--- config.mk ---
export PLATFORM = sky130hd
export DESIGN_NAME = vend_sequencer
export DESIGN_NICKNAME = d
export VERILOG_FILES = /design/src/rtl/vend_pkg.sv /design/src/rtl/vend_timer.sv /design/src/rtl/vend_sequencer.sv
export SDC_FILE = /design/constraint.sdc
export NUM_CORES = 1
export LEC_CHECK = 0
export ABC_AREA = 1
export CAP_MARGIN = 0
export CORE_MARGIN = 1.5
export CORE_UTILIZATION = 35
export CTS_BUF_LIST = sky130_fd_sc_hd__clkbuf_8
export DETAILED_ROUTE_END_ITERATION = 16
export PLACE_DENSITY = 0.52
export SLEW_MARGIN = 0
export SYNTH_ARGS = -nofsm -noshare
export SYNTH_HDL_FRONTEND = slang
export SYNTH_SLANG_ARGS = --single-unit
--- constraint.sdc ---
create_clock -name CLK -period 7.9 [get_ports CLK]
set_input_delay 1.185 -clock CLK [delete_from_list [all_inputs] [get_ports CLK]]
set_output_delay 1.185 -clock CLK [all_outputs]
set_load 0.05 [all_outputs]
--- src/rtl/vend_pkg.sv ---
// Shared types and constants for the vending session controller.
// Holds the state encoding, the coin decode and the item price table.
package vend_pkg;

  localparam int unsigned CREDIT_W_DEFAULT = 8;
  localparam int unsigned COIN_W           = 4;
  localparam int unsigned PRICE_W          = 4;

  typedef enum logic [1:0] {
    IDLE     = 2'd0,
    COLLECT  = 2'd1,
    DISPENSE = 2'd2,
    CHANGE   = 2'd3
  } state_t;

  // Indexed by the item select code; entry 0 is item0.
  localparam logic [3:0][PRICE_W-1:0] PRICE_TABLE = {4'd12, 4'd7, 4'd5, 4'd3};

  function automatic logic [COIN_W-1:0] coin_value(input logic [1:0] cn);
    case (cn)
      2'b01:   coin_value = COIN_W'(1);
      2'b10:   coin_value = COIN_W'(5);
      2'b11:   coin_value = COIN_W'(10);
      default: coin_value = '0;
    endcase
  endfunction

endpackage

--- src/rtl/vend_timer.sv ---
// Loadable down-counter; done is high once the count has reached zero.
// Load takes priority over counting.
module vend_timer #(
  parameter int unsigned W = 8
) (
  input  logic         clk,
  input  logic         rst,
  input  logic         load,
  input  logic         en,
  input  logic [W-1:0] load_val,
  output logic         done
);

  logic [W-1:0] count;

  always_ff @(posedge clk) begin
    if (rst) begin
      count <= '0;
      done  <= 1'b1;
    end else if (load) begin
      count <= load_val;
      done  <= (load_val == '0);
    end else if (en && (count != '0)) begin
      count <= count - W'(1);
      done  <= (count == W'(1));
    end
  end

endmodule

--- src/rtl/vend_sequencer.sv ---
// Vending session controller: coin credit, price check, timed dispense
// and unit-by-unit change return through a request/acknowledge handshake.
module vend_sequencer
  import vend_pkg::*;
#(
  parameter int unsigned CREDIT_W    = CREDIT_W_DEFAULT,
  parameter int unsigned CREDIT_MAX  = 200,
  parameter int unsigned DISP_CYCLES = 8,
  parameter int unsigned TIMEOUT     = 255
) (
  input  logic                CLK,
  input  logic                RST,
  input  logic                ST,
  input  logic [1:0]          CN,
  input  logic [1:0]          FS,
  input  logic                SEL_V,
  input  logic                CANCEL,
  input  logic                CHG_ACK,
  output logic                FD,
  output logic [1:0]          ITEM,
  output logic                CHG_REQ,
  output logic [CREDIT_W-1:0] CREDIT,
  output logic                BUSY,
  output logic                ERR_LOW,
  output logic                REJ
);

  localparam int unsigned SUM_W  = CREDIT_W + 1;
  localparam int unsigned DISP_W = $clog2(DISP_CYCLES + 1);
  localparam int unsigned TMO_W  = $clog2(TIMEOUT + 1);

  state_t              state_q, state_d;
  logic [CREDIT_W-1:0] credit_d;
  logic [1:0]          item_d;
  logic                err_d, rej_d;
  logic                disp_load, disp_en, disp_done;
  logic                tmo_load, tmo_en, tmo_done;
  logic [SUM_W-1:0]    sum, eff, price;
  logic                coin_ok;

  vend_timer #(.W(DISP_W)) u_disp_timer (
    .clk      (CLK),
    .rst      (RST),
    .load     (disp_load),
    .en       (disp_en),
    .load_val (DISP_W'(DISP_CYCLES - 1)),
    .done     (disp_done)
  );

  vend_timer #(.W(TMO_W)) u_tmo_timer (
    .clk      (CLK),
    .rst      (RST),
    .load     (tmo_load),
    .en       (tmo_en),
    .load_val (TMO_W'(TIMEOUT)),
    .done     (tmo_done)
  );

  // Effective credit if this cycle's coin is accepted; sum is one bit wider so it cannot wrap.
  always_comb begin
    sum     = SUM_W'(CREDIT) + SUM_W'(coin_value(CN));
    coin_ok = (CN != 2'b00) && (sum <= SUM_W'(CREDIT_MAX));
    eff     = coin_ok ? sum : SUM_W'(CREDIT);
    price   = SUM_W'(PRICE_TABLE[FS]);
  end

  always_ff @(posedge CLK) begin
    if (RST) state_q <= IDLE;
    else     state_q <= state_d;
  end

  always_comb begin
    state_d   = state_q;
    credit_d  = CREDIT;
    item_d    = ITEM;
    err_d     = 1'b0;
    rej_d     = 1'b0;
    disp_load = 1'b0;
    disp_en   = 1'b0;
    tmo_load  = 1'b0;
    tmo_en    = 1'b0;
    case (state_q)
      IDLE: begin
        rej_d = (CN != 2'b00);
        if (ST) begin
          state_d  = COLLECT;
          tmo_load = 1'b1;
        end
      end
      COLLECT: begin
        rej_d    = (CN != 2'b00) && !coin_ok;
        credit_d = CREDIT_W'(eff);
        if (CANCEL) begin
          state_d = (eff != '0) ? CHANGE : IDLE;
        end else if (SEL_V) begin
          if (eff >= price) begin
            credit_d  = CREDIT_W'(eff - price);
            item_d    = FS;
            state_d   = DISPENSE;
            disp_load = 1'b1;
          end else begin
            err_d    = 1'b1;
            tmo_load = 1'b1;
          end
        end else if (coin_ok) begin
          tmo_load = 1'b1;
        end else if (tmo_done) begin
          state_d = (CREDIT != '0) ? CHANGE : IDLE;
        end else begin
          tmo_en = 1'b1;
        end
      end
      DISPENSE: begin
        rej_d = (CN != 2'b00);
        if (disp_done) state_d = (CREDIT != '0) ? CHANGE : IDLE;
        else           disp_en = 1'b1;
      end
      CHANGE: begin
        rej_d = (CN != 2'b00);
        if (CREDIT == '0) begin
          state_d = IDLE;
        end else if (CHG_REQ && CHG_ACK) begin
          credit_d = CREDIT - CREDIT_W'(1);
          if (CREDIT == CREDIT_W'(1)) state_d = IDLE;
        end
      end
      default: state_d = IDLE;
    endcase
  end

  // Outputs follow the next state so every response lands one edge after its cause.
  always_ff @(posedge CLK) begin
    if (RST) begin
      CREDIT  <= '0;
      ITEM    <= '0;
      FD      <= 1'b0;
      CHG_REQ <= 1'b0;
      BUSY    <= 1'b0;
      ERR_LOW <= 1'b0;
      REJ     <= 1'b0;
    end else begin
      CREDIT  <= credit_d;
      ITEM    <= item_d;
      FD      <= (state_d == DISPENSE);
      CHG_REQ <= (state_d == CHANGE) && (credit_d != '0);
      BUSY    <= (state_d != IDLE);
      ERR_LOW <= err_d;
      REJ     <= rej_d;
    end
  end

endmodule

## Word-level counts from Yosys, hierarchy flattened

Cells that the tools add are included.

| operators by class | value |
|---|---|
| eq/ne operators | 11 |
| multiplexer cells | 49 |
| divide/modulo/power cells | 0 |
| reductions and logical operators | 22 |
| $lt $le $gt $ge | 3 |
| multipliers | 0 |
| shift operators | 0 |
| bitwise gates (word level) | 3 |
| add/subtract/negate cells | 5 |

Operators with widths:

| operator | number |
|---|---|
| $mux W8 | 7 |
| $mux W2 | 12 |
| $reduce_bool A8 Y1 | 3 |
| $mux W1 | 20 |
| $eq A8 B1 Y1 const B | 2 |
| $pmux W8 S2 | 1 |
| $sub A8 B1 Y8 const B | 2 |
| $eq A2 B2 Y1 const B | 6 |
| $pmux W4 S3 | 1 |
| $add A8 B4 Y9 | 1 |
| $ge A9 B4 Y1 | 1 |
| $le A9 B8 Y1 const B | 1 |
| $mux W9 | 1 |
| $reduce_bool A9 Y1 | 1 |
| $bmux W4 S2 | 1 |
| $logic_not A8 Y1 | 1 |
| $pmux W2 S4 | 1 |
| $reduce_bool A2 Y1 | 4 |
| $sub A8 B4 Y8 | 1 |
| $logic_and A1 B1 Y1 | 6 |
| $mux W3 | 2 |
| $eq A2 B1 Y1 const B | 2 |
| $eq A4 B1 Y1 const B | 1 |
| $mux W4 | 1 |
| other kinds (11) | 14 |

| word-level totals | value |
|---|---|
| output and inout port bits | 15 |
| RAM bits | 0 |
| bits in latches | 0 |
| bits in registers | 31 |
| bits of input ports | 10 |
| bits in read-only memories | 0 |
| logic and storage cells | 106 |
| memories | 0 |

## Longest topological paths before layout

| depth | value |
|---|---|
| word-level depth | 13 |
| gate-level depth with buffers | 37 |
| gate-level depth less buffers | 37 |

## Cells and area by module

Synthesis repeated with hierarchy kept, for this count alone.

| second synthesis, totals | value |
|---|---|
| cells, all modules | 494 |
| area, all modules | 2987.9 sq um |

By module, submodules not included:

| module | instances | area an instance (sq um) | cells an instance | sequential area each (sq um) |
|---|---|---|---|---|
| vend_sequencer | 1 | 1993.2 | 335 | 340.3 |
| vend_timer at u_tmo_timer | 1 | 670.6 | 110 | 180.2 |
| vend_timer at u_disp_timer | 1 | 324.1 | 49 | 100.1 |

## Least setup slack after synthesis

OpenSTA, ideal clock, no wires.

| timing | value |
|---|---|
| path type | in2reg |
| start | input port CN[0] |
| end | register CHG_REQ |
| setup slack | 3229 ps |
| stages on the path | 33 |
| buffers on the path | 1 |
| required time | 7783 ps |
| arrival time | 4554 ps |
| library setup time | 117 ps |
| cells stage by stage | inv_1 ha_1 ha_1 ha_1 inv_1 nand2_2 nand2_2 nand2_2 nand2_1 nand2_1 nand2_1 nand2_1 inv_1 nand2_2 nand2_4 nand3_4 buf_8 o21ai_0 inv_1 ha_1 nand2_1 o21ai_0 nand2_1 nand2_1 nor2_1 nand3_2 nand2_2 o21ai_0 nor2_1 nor2_1 nand2_1 nor2_1 a21oi_2 |

| between the ends | value |
|---|---|
| cells in the longest elaborated chain, start to end | 13 |
| elaborated cells on any way between the ends | 25 |
| those cells by class | 2 x add/sub; 2 x order compare; 4 x eq/ne; 12 x mux; 5 x reduce/logical |

RTL lines:

| element | line | RTL |
|---|---|---|
| from (decl) | vend_sequencer.sv:14 | `input logic [1:0] CN,` |
| $eq A2 B2 Y1 / $eq A2 B1 Y1 (equally long branches) | vend_pkg.sv:20 | `case (cn)` |
| $pmux W4 S3 | vend_pkg.sv:20 |  |
| $add A8 B4 Y9 | vend_sequencer.sv:61 | `sum = SUM_W'(CREDIT) + SUM_W'(coin_value(CN));` |
| $le A9 B8 Y1 | vend_sequencer.sv:62 | `coin_ok = (CN != 2'b00) && (sum <= SUM_W'(CREDIT_MAX));` |
| $logic_and A1 B1 Y1 | vend_sequencer.sv:62 |  |
| $mux W9 | vend_sequencer.sv:63 | `eff = coin_ok ? sum : SUM_W'(CREDIT);` |
| $sub A8 B4 Y8 / $ge A9 B4 Y1 (equally long branches) | vend_sequencer.sv:97, vend_sequencer.sv:96 |  |
| $mux W8 / $mux W2 (equally long branches) | vend_sequencer.sv:96 | `if (eff >= price) begin` |
| $mux W8 / $mux W2 (equally long branches) | vend_sequencer.sv:95 | `end else if (SEL_V) begin` |
| $mux W8 / $mux W2 (equally long branches) | vend_sequencer.sv:93 | `if (CANCEL) begin` |
| $pmux W8 S2 / $pmux W2 S4 (equally long branches) | vend_sequencer.sv:82 | `case (state_q)` |
| $reduce_bool A8 Y1 / $eq A2 B2 Y1 (equally long branches) | vend_sequencer.sv:145 | `CHG_REQ <= (state_d == CHANGE) && (credit_d != '0);` |
| $logic_and A1 B1 Y1 * | vend_sequencer.sv:145 |  |
| to (signal assigned) | vend_sequencer.sv:145 |  |
| to (decl) | vend_sequencer.sv:21 | `output logic CHG_REQ,` |

Mark *: on every way between the ends. The rest lies on a longest branch, timed or not.
A chain may end at the register's enable or synchronous reset.

## Worst setup path after layout

Ends and elaborated chain as after synthesis.

==> flow_metrics.tcl <==
set metrics [dict create \
    status "completed" \
    min_path_type "flip-flop to flip-flop" \
    place_area_mm2 0.00308 \
    totalWireLength_um 7060 \
    place_congestion 0.880 \
    crit_path_start_kind "primary input" \
    ys_types 43 \
    drv_slew 0 \
    stdcell_area_mm2 0.00320 \
    core_mm2 0.00773 \
    dp_cells 556 \
    muxShareOfSynthArea_pct 0 \
    nFillCells 839 \
    insertion_delay_ps 290 \
    async_reset_ff_share_pct 0 \
    whs_ps 468 \
    diodes 0 \
    period_share_pct 70.5 \
    ctsHtreeMaxLevel 2 \
    path_clk_slew_ps 80 \
    endpoint_kind "flip-flop" \
    vias 2710 \
    seqPwrFrac_pct 32.3 \
    fmax_ghz 0.180 \
    numCtsBuffers 5 \
    synth-main-ff-cell "dfxtp_1" \
    pin_count 25 \
    critPathKind "primary input to flip-flop" \
    power.clock.fraction_pct 27.8 \
    die_area_mm2 0.00850 \
    intPower_w 0.000355 \
    nNetsFinal 490 \
    antenna_found_initial 0 \
    p_sw_share_pct 41.0 \
    rsz0062_at_grt "no" \
    crit_slowest_cell "clkdlybuf4s50_1" \
    yosysTopAreaCellShare_pct 22.3 \
    final.setup.tns_ps 0 \
    grt_max_degree 16 \
    synth-compound-area-share_pct 10.6 \
    finalClockSkew_ps 10.9 \
    first_pass_iters 4 \
    ys_ff_latch 31 \
    cp.required_ps 8080 \
    synthXorXnorAreaFrac_pct 3.46 \
    yosysSeqAreaShare_pct 22.3 \
    rows 32 \
    synth_nets 468 \
    drive_gt1_share_pct 10.4 \
    ant_nets 0 \
    yosys.area.top_type "dfxtp_1" \
    setup_viol 0 \
    r2r_setup_slack_ps 3500 \
    finalHoldViolCount 0 \
    cts_resized 0 \
    start_util_pct 36.0 \
    vias_per_cell 4.80 \
    irDropWorstVdd_uv 99.8 \
    syn_avg_cell_area_um2 6.34 \
    syn_inst 439 \
    power_density_mw_per_mm2 188 \
    clockRootBuffer "clkbuf_8" \
    hpwl_um 5610 \
    tightest_slew_ps 913 \
    fp.dieW_um 92.2 \
    p_total_w 0.000601 \
    p_sw_w 0.000247 \
    crit_path_frequent_cell "nand2_1" \
    area_growth_pct 14.8 \
    cts_setup_buffers 0 \
    synth_top_family_by_area "simple AND/OR/NAND/NOR gates" \
    p_leak_nw 1.63 \
    cts_tree "done" \
    drt_iter0_markers 144 \
    ctsHoldBuffers 0 \
    grt_overflow 0 \
    clock-sinks 31 \
    syn_area_mm2 0.00279 \
    wl_per_cell_um 12.5 \
    io_buffers 24 \
    critPathMaxStageDelay_ps 510 \
    synth_edf_count 0 \
    clock_path_buffers 2 \
    stdcell_count 564 \
    yosys.area_share.simple_pct 41.2 \
    track_usage_pct 17.7 \
    grt_pass1_vias 2574 \
    cp.arrival_ps 5750 \
    comb_power_share_pct 39.9 \
    grt_pass1_wl_um 12000 \
    worstPathMaxFanout 15 \
    synth_area_leaders "dfxtp_1, nand2_1, inv_1, ha_1, nand3_1" \
    synth_fa_ha_area_share_pct 8.81 \
    finalCriticalPeriod_ps 5570 \
    relSlewSlack_pct 38.9 \
    ys.warnings.count 0 \
    dieHeight_um 92.2 \
    drc 0 \
    maxCapViolCount 0 \
]
## state kept, by name (all words and copies together) (netlist names)
name,cells
u_tmo_timer.count,8
CHG_REQ,1
REJ,1
CREDIT,8
FD,1
BUSY,1
state_q,2
u_disp_timer.count,4
u_tmo_timer.done,1
u_disp_timer.done,1
ITEM,2
ERR_LOW,1
## path summary, 6_finish.rpt
kind,endpoint,startpoint,depth (start not counted)
setup / recovery,CHG_REQ$_SDFF_PP0_,CN[0],36
hold / removal,ITEM[1]$_SDFFE_PP0P_,ITEM[1]$_SDFFE_PP0P_,2
setup reg to reg,CHG_REQ$_SDFF_PP0_,CREDIT[1]$_SDFF_PP0_,34
hold reg to reg,ITEM[1]$_SDFFE_PP0P_,ITEM[1]$_SDFFE_PP0P_,2
## power groups by stage
stage	Sequential [W]	Clock (W)	Combinational [W]
CTS	0.000194	0.000171	0.000240
finish	0.000194	0.000167	0.000240
detailed placement	0.000198	0	0.000239
floorplan	0.000215	0	0.000165
global route	0.000197	0.000177	0.000271
global placement	0.000198	0	0.000239
## routing by layer
layer / vias up / global-route usage, % / wire length, um
met5: - / 0 / 0
met4: 0 / 5.77 / 159
met3: 12 / 2.32 / 245
met2: 57 / 28.4 / 3090
met1: 1206 / 24.5 / 3560
li1: 1435 / - / -
## synth_stat cells (2+ instances only)
| cell type | instances |
|---|---|
| nand2_1 | 94 |
| inv_1 | 78 |
| nor2_1 | 46 |
| nand3_1 | 36 |
| dfxtp_1 | 31 |
| a21oi_1 | 19 |
| nand2_2 | 19 |
| ha_1 | 18 |
| o21ai_0 | 18 |
| nand4_1 | 11 |
| xor2_1 | 11 |
| nor3_1 | 7 |
| inv_2 | 4 |
| buf_6 | 3 |
| clkbuf_1 | 3 |
| nand3_2 | 3 |
| nor2_2 | 3 |
| o31ai_1 | 3 |
| a21oi_2 | 2 |
| a22oi_1 | 2 |
| and2_1 | 2 |
| nand2_4 | 2 |
| nand3b_1 | 2 |
| o21ai_1 | 2 |
| or2_1 | 2 |
## worst max-delay path: cells and delay by family
family / cells / cell delay [ps]
buf+inv: 7 / 1080
fa+ha+maj: 4 / 930
compound gates: 4 / 470
simple gates: 21 / 2080
## stage by stage
| stage | worst slack, ps | utilization [%] |
|---|---|---|
| global placement | 2110 | 39.9 |
| CTS | 2310 | 41.4 |
| detailed placement | 2030 | 39.9 |
| global route | 1840 | 41.4 |
| floorplan | 3230 | - |
| finish | 2330 | 41.4 |
## cell usage in the layout, fill, tap and decap left out, drive strengths merged
cell	netlist	layout
a21oi	22	22
a22oi	2	2
a31oi	1	1
and2	2	2
bufinv	0	1
clkbuf	3	6
clkdlybuf4s50	0	24
clkinv	0	1
dfxtp	31	31
fa	1	1
ha	18	18
inv	82	82
nand2	115	115
nand3	40	40
nand3b	2	2
nand4	12	12
nor2	50	50
nor3	8	8
nor3b	1	1
nor4	3	3
nor4b	1	1
o21a	1	1
o21ai	20	20
o22ai	1	1
o31ai	3	3
o41ai	1	1
or2	2	2
xor2	11	11
## cells by family after synthesis
| family | Yosys count |
|---|---|
| flops | 31 |
| compound gates | 51 |
| xor+xnor | 11 |
| simple gates | 236 |
| buf+inv | 91 |
| fa+ha+maj | 19 |
## cell type report
type	count	area [um2]	share of cell area [%]
Multi-Input combinational cell	317	1780	55.8
Sequential cell	31	621	19.4
Inverter	82	308	9.62
Timing Repair Buffer	24	240	7.51
Tap cell	102	128	3.99
Clock buffer	6	82.6	2.58
Clock inverter	2	35.0	1.10
No activity file was read; power rests on OpenSTA's default activity.
